File: src/rtl/pipeline_exec_ctrl.sv
// Execution controller for the MIPS pipeline: sequences clear, run and
// stepped execution from debug-unit commands, stops on HALT and counts
// executed (enabled) cycles with saturation.
module pipeline_exec_ctrl #(
    parameter int unsigned CMD_SIZE     = 3,
    parameter int unsigned STEP_SIZE    = 8,
    parameter int unsigned COUNTER_SIZE = 32,
    parameter int unsigned CLEAR_CYCLES = 2
) (
    input  logic                    i_clk,
    input  logic                    i_reset,
    input  logic                    i_cmd_valid,
    input  logic [CMD_SIZE-1:0]     i_cmd,
    input  logic [STEP_SIZE-1:0]    i_step_n,
    input  logic                    i_halt,
    output logic                    o_cmd_ready,
    output logic                    o_enable,
    output logic                    o_clear,
    output logic                    o_done,
    output logic                    o_halted,
    output logic [2:0]              o_state,
    output logic [COUNTER_SIZE-1:0] o_cycle_count
);

    localparam int unsigned CLR_W = (CLEAR_CYCLES > 1) ? $clog2(CLEAR_CYCLES) : 1;

    localparam logic [CMD_SIZE-1:0] CMD_RUN   = CMD_SIZE'(1);
    localparam logic [CMD_SIZE-1:0] CMD_STEP  = CMD_SIZE'(2);
    localparam logic [CMD_SIZE-1:0] CMD_STOP  = CMD_SIZE'(3);
    localparam logic [CMD_SIZE-1:0] CMD_CLEAR = CMD_SIZE'(4);

    typedef enum logic [2:0] {
        ST_IDLE   = 3'd0,
        ST_CLEAR  = 3'd1,
        ST_RUN    = 3'd2,
        ST_STEP   = 3'd3,
        ST_HALTED = 3'd4
    } state_t;

    state_t                  r_state;
    logic                    r_enable;
    logic                    r_clear;
    logic                    r_done;
    logic                    r_halted;
    logic [COUNTER_SIZE-1:0] r_cycle_count;
    logic [STEP_SIZE-1:0]    r_step_left;
    logic [CLR_W-1:0]        r_clr_left;

    logic                    w_accept;
    logic                    w_cmd_run;
    logic                    w_cmd_step;
    logic                    w_cmd_stop;
    logic                    w_cmd_clear;
    logic                    w_enter_clear;
    logic                    w_count_sat;
    logic [STEP_SIZE-1:0]    w_step_load;

    // Command acceptance and decode; ready is a pure state decode
    assign o_cmd_ready = (r_state == ST_IDLE) || (r_state == ST_RUN) || (r_state == ST_HALTED);
    assign w_accept    = i_cmd_valid && o_cmd_ready;
    assign w_cmd_run   = w_accept && (i_cmd == CMD_RUN);
    assign w_cmd_step  = w_accept && (i_cmd == CMD_STEP);
    assign w_cmd_stop  = w_accept && (i_cmd == CMD_STOP);
    assign w_cmd_clear = w_accept && (i_cmd == CMD_CLEAR);

    // A clear is taken from IDLE/HALTED, and from RUN only when no halt competes
    assign w_enter_clear = w_cmd_clear &&
                           ((r_state == ST_IDLE) || (r_state == ST_HALTED) ||
                            ((r_state == ST_RUN) && !i_halt));

    assign w_step_load = (i_step_n == '0) ? STEP_SIZE'(1) : i_step_n;
    assign w_count_sat = &r_cycle_count;

    assign o_enable      = r_enable;
    assign o_clear       = r_clear;
    assign o_done        = r_done;
    assign o_halted      = r_halted;
    assign o_state       = r_state;
    assign o_cycle_count = r_cycle_count;

    // Control FSM with registered strobes and saturating cycle counter
    always_ff @(posedge i_clk or negedge i_reset) begin
        if (!i_reset) begin
            r_state       <= ST_IDLE;
            r_enable      <= 1'b0;
            r_clear       <= 1'b0;
            r_done        <= 1'b0;
            r_halted      <= 1'b0;
            r_cycle_count <= '0;
            r_step_left   <= '0;
            r_clr_left    <= '0;
        end else begin
            r_done <= 1'b0;
            if (r_enable && !w_count_sat) begin
                r_cycle_count <= r_cycle_count + COUNTER_SIZE'(1);
            end

            case (r_state)
                ST_IDLE: begin
                    if (w_cmd_run) begin
                        r_state  <= ST_RUN;
                        r_enable <= 1'b1;
                    end else if (w_cmd_step) begin
                        r_state     <= ST_STEP;
                        r_enable    <= 1'b1;
                        r_step_left <= w_step_load;
                    end
                end
                ST_RUN: begin
                    if (i_halt) begin
                        r_state  <= ST_HALTED;
                        r_enable <= 1'b0;
                        r_halted <= 1'b1;
                        r_done   <= 1'b1;
                    end else if (w_cmd_stop) begin
                        r_state  <= ST_IDLE;
                        r_enable <= 1'b0;
                    end
                end
                ST_STEP: begin
                    if (i_halt) begin
                        r_state     <= ST_HALTED;
                        r_enable    <= 1'b0;
                        r_halted    <= 1'b1;
                        r_done      <= 1'b1;
                        r_step_left <= '0;
                    end else if (r_step_left <= STEP_SIZE'(1)) begin
                        r_state     <= ST_IDLE;
                        r_enable    <= 1'b0;
                        r_done      <= 1'b1;
                        r_step_left <= '0;
                    end else begin
                        r_step_left <= r_step_left - STEP_SIZE'(1);
                    end
                end
                ST_CLEAR: begin
                    if (r_clr_left == '0) begin
                        r_state <= ST_IDLE;
                        r_clear <= 1'b0;
                        r_done  <= 1'b1;
                    end else begin
                        r_clr_left <= r_clr_left - CLR_W'(1);
                    end
                end
                ST_HALTED: begin
                    r_enable <= 1'b0;
                end
                default: begin
                    r_state  <= ST_IDLE;
                    r_enable <= 1'b0;
                    r_clear  <= 1'b0;
                    r_halted <= 1'b0;
                end
            endcase

            // Clear entry overrides the per-state updates above
            if (w_enter_clear) begin
                r_state       <= ST_CLEAR;
                r_enable      <= 1'b0;
                r_clear       <= 1'b1;
                r_halted      <= 1'b0;
                r_cycle_count <= '0;
                r_clr_left    <= CLR_W'(CLEAR_CYCLES - 1);
            end
        end
    end

endmodule

File: config.mk
export PLATFORM = sky130hd
export DESIGN_NAME = pipeline_exec_ctrl
export DESIGN_NICKNAME = d
export VERILOG_FILES = /design/src/rtl/pipeline_exec_ctrl.sv
export SDC_FILE = /design/constraint.sdc
export NUM_CORES = 1
export LEC_CHECK = 0
export BUFFER_PORTS_ARGS = -buffer_cell sky130_fd_sc_hd__buf_2
export CAP_MARGIN = 5
export CORE_MARGIN = 3
export CORE_UTILIZATION = 50
export DETAILED_ROUTE_END_ITERATION = 6
export HOLD_SLACK_MARGIN = 0.03
export PLACE_DENSITY_LB_ADDON = 0.05
export SKIP_LAST_GASP = 1
export SLEW_MARGIN = 5
export SYNTH_ARGS = -nofsm -noshare
export SYNTH_HDL_FRONTEND = slang
export SYNTH_SLANG_ARGS = --single-unit
export TNS_END_PERCENT = 10
File: constraint.sdc
create_clock -name i_clk -period 2.6 [get_ports i_clk]
set_input_delay 0.65 -clock i_clk [delete_from_list [all_inputs] [get_ports i_clk]]
set_output_delay 0.65 -clock i_clk [all_outputs]
set_load 0.005 [all_outputs]
==> flow_summary.toml <==
[placed_design]
portBuffers = 54
dp_hpwl_mm = 5.21
preCtsSetupSlack_ns = 0.473
place_inst = 450
gp_congestion = 0.929

[detailed_routing]
vias_per_cell = 6.17
first_pass_iters = 5
wl_per_cell_um = 15.9
num_vias = 2828
totalWireLength_mm = 7.29
drt-initial-drc-count = 279
drc_errors = 0
postRouteAntennaNets = 0

[outcome]
outcome = "complete, no violations"

[floorplan]
die_w_um = 81.5
dieArea_um2 = 6650
rows = 26
core-area_um2 = 5300
die_h_um = 81.5
initial_core_util = 0.538
boundaryPins = 55

[logic_synthesis]
synth.ff_latch_count = 48
synthSimpleGateAreaFrac = 0.281
synth_compound_area_frac = 0.207
synth_enable_flop_cells = 0
ys_types = 54
synth_top_family_by_area = "simple AND/OR/NAND/NOR gates"
async_reset_ff_frac = 1.00
ys.flop_type = "dfrtp_1"
syn-cell-area_um2 = 2850
synthesis.instances = 330
synthAdderAreaFrac = 0.0132
yosysWarnings = 0
ys_seq_area_frac = 0.421
synth.avg_cell_area_um2 = 8.64
synthMuxAreaShare = 0.0114
synth_xor_area_frac = 0.0184
synth_nets = 348

[timing]
clock-skew-final_ns = 0.00912
timing.hold.ws_ns = 0.350
period_needed_ns = 2.19
setup_violations = 0
finalMaxSlewViolations = 0
worst_slew_pin_slew_ns = 0.636
slew_headroom = 0.572
timing.final.ws_setup_ns = 0.409
hold_viol_final = 0
rsz0062_at_grt = "false"
period_share = 0.843
setup_tns_ns = 0
clock.fmax_mhz = 457

[worst_setup_path]
crit_path_start_kind = "flip-flop"
max_stage_delay_ns = 0.59
cp_slowest_cell = "nor4_1"
cp_max_fo = 7
worst-setup-path-type = "flip-flop to flip-flop"
end_kind = "flip-flop"
crit_arrival_ns = 2.39
reg2reg_slack_ns = 0.41
cp.required_ns = 2.80
path_cells = "nand4_2 -> or3_4 -> nor4_1 -> a21oi_1 -> a31o_2"

[cts]
cts_resized = 0
h-tree-depth = 2
clk_latency_ns = 0.30
cts_tree = "yes"
post_cts_buffers = 0
clk_pin_slew_ns = 0.09
cts-buffers-inserted = 5
cts-root-buf = "clkbuf_8"
clock_sinks = 48
postCtsHoldBufs = 0
cts_max_path_buffers = 2

[global_routing]
grt_pass1_wl_mm = 12.3
grt_start_max_net_pins = 36
antenna_found_initial = 0
overflow = 0
grt_util_all_layers = 0.234
grt_pass1_vias = 2608

[finish]
layout-drive-gt1-share = 0.211
diodes = 0
synthToLayoutAreaGrowth_pct = 17.1
fillers = 461
final_net_count = 405
stdcell_count = 458

[power_and_ir_drop]
power_density_nw_per_um2 = 974
irDropWorstVdd_uv = 486
leakage_uw = 0.00149

[flow_run]
cap_violations = 0

[min_path]
worstHoldPathType = "input port to asynchronous set/reset pin"
[Yosys cell counts, types with 5 or more instances]
| master | n | share of area |
|---|---|---|
| dfrtp_1 | 48 | 0.42 |
| a21oi_1 | 34 | 0.060 |
| nand2_1 | 28 | 0.037 |
| o21ai_0 | 22 | 0.039 |
| inv_1 | 20 | 0.026 |
| nor2_1 | 20 | 0.026 |
| nand3_1 | 17 | 0.030 |
| nor3_1 | 11 | 0.019 |
| or3_1 | 10 | 0.022 |
| or4_1 | 10 | 0.026 |
| nand4_1 | 8 | 0.018 |
| o31ai_1 | 8 | 0.021 |
| clkbuf_1 | 7 | 0.0092 |
| nor4_1 | 7 | 0.015 |
| and4_1 | 6 | 0.018 |
| o22ai_1 | 6 | 0.013 |
| xnor2_1 | 6 | 0.018 |
| buf_2 | 5 | 0.0088 |
[where the power goes]
part,internal [uW],switching [uW]
Clock,218,245
Combinational,597,659
Sequential,1080,458
Total,1890,1360
[logic make-up (layout without fill, tap and decap cells)]
| family | after synthesis | count (layout) |
|---|---|---|
| and+or+nand+nor | 141 | 141 |
| adders and majority gates | 3 | 3 |
| AOI/OAI and AO/OA | 95 | 95 |
| muxes | 3 | 3 |
| DFF | 48 | 48 |
| buffers and inverters | 34 | 92 |
| xor gates and xnor gates | 6 | 6 |
[per-layer routing]
| layer | wire length [um] | global-route usage |
|---|---|---|
| met1 | 3380 | 0.335 |
| met2 | 3400 | 0.357 |
| met3 | 474 | 0.0526 |
| met4 | 29 | 0.0642 |
| met5 | 0 | 0 |
[metrics by stage]
step                power (uW)  cell area [um^2]  utilization
CTS                       3270              3340        0.630
global placement          2740              3250        0.613
detailed placement        2790              3250        0.613
floorplan                 2220              2850            -
finish                    3250              3340        0.630
global route              3560              3340        0.630
[final timing paths]
path	from	cells after the start	endpoint
hold reg to reg	o_clear	2	o_clear
setup / recovery	o_cycle_count[18]	5	o_cycle_count[25]
max in group asynchronous	i_reset	2	r_step_left[2]
hold / removal	i_reset	1	o_cycle_count[5]
setup reg to reg	o_cycle_count[18]	5	o_cycle_count[25]
min in group i_clk	o_clear	2	o_clear
[critical path: cells and delay by family, from the launching register on]
family | cells | cell delay [ns]
DFF | 1 | 0.48
and+or+nand+nor | 3 | 1.24
AOI/OAI and AO/OA | 2 | 0.37
[registers in the layout, summed over array words and instances, names as in the netlist]
register / count
r_clr_left: 1
o_halted: 1
o_cycle_count: 32
o_enable: 1
o_clear: 1
o_done: 1
o_state: 3
r_step_left: 8
[cell usage in the layout (no fill, tap or decap), types with 4 or more instances in the layout]
| master | count |
|---|---|
| a21oi_1 | 34 |
| a32oi_1 | 4 |
| and4_1 | 6 |
| buf_2 | 54 |
| buf_4 | 8 |
| clkbuf_8 | 6 |
| dfrtp_1 | 48 |
| inv_1 | 20 |
| nand2_1 | 28 |
| nand3_1 | 17 |
| nand3b_1 | 4 |
| nand4_1 | 8 |
| nor2_1 | 20 |
| nor3_1 | 11 |
| nor4_1 | 7 |
| o21ai_0 | 22 |
| o22ai_1 | 6 |
| o31ai_1 | 8 |
| or3_1 | 10 |
| or4_1 | 10 |
| xnor2_1 | 6 |
[layout make-up]
type / instances / area (um^2) / share of cell area
inverters: 20 / 75.1 / 0.0225
multi-input cells: 248 / 1520 / 0.454
flip-flops and latches: 48 / 1200 / 0.360
repair buffers: 64 / 370 / 0.111
clock buffers: 8 / 90.1 / 0.0270
well taps: 70 / 87.6 / 0.0262
Note: power is estimated with default switching activity, not from simulation.
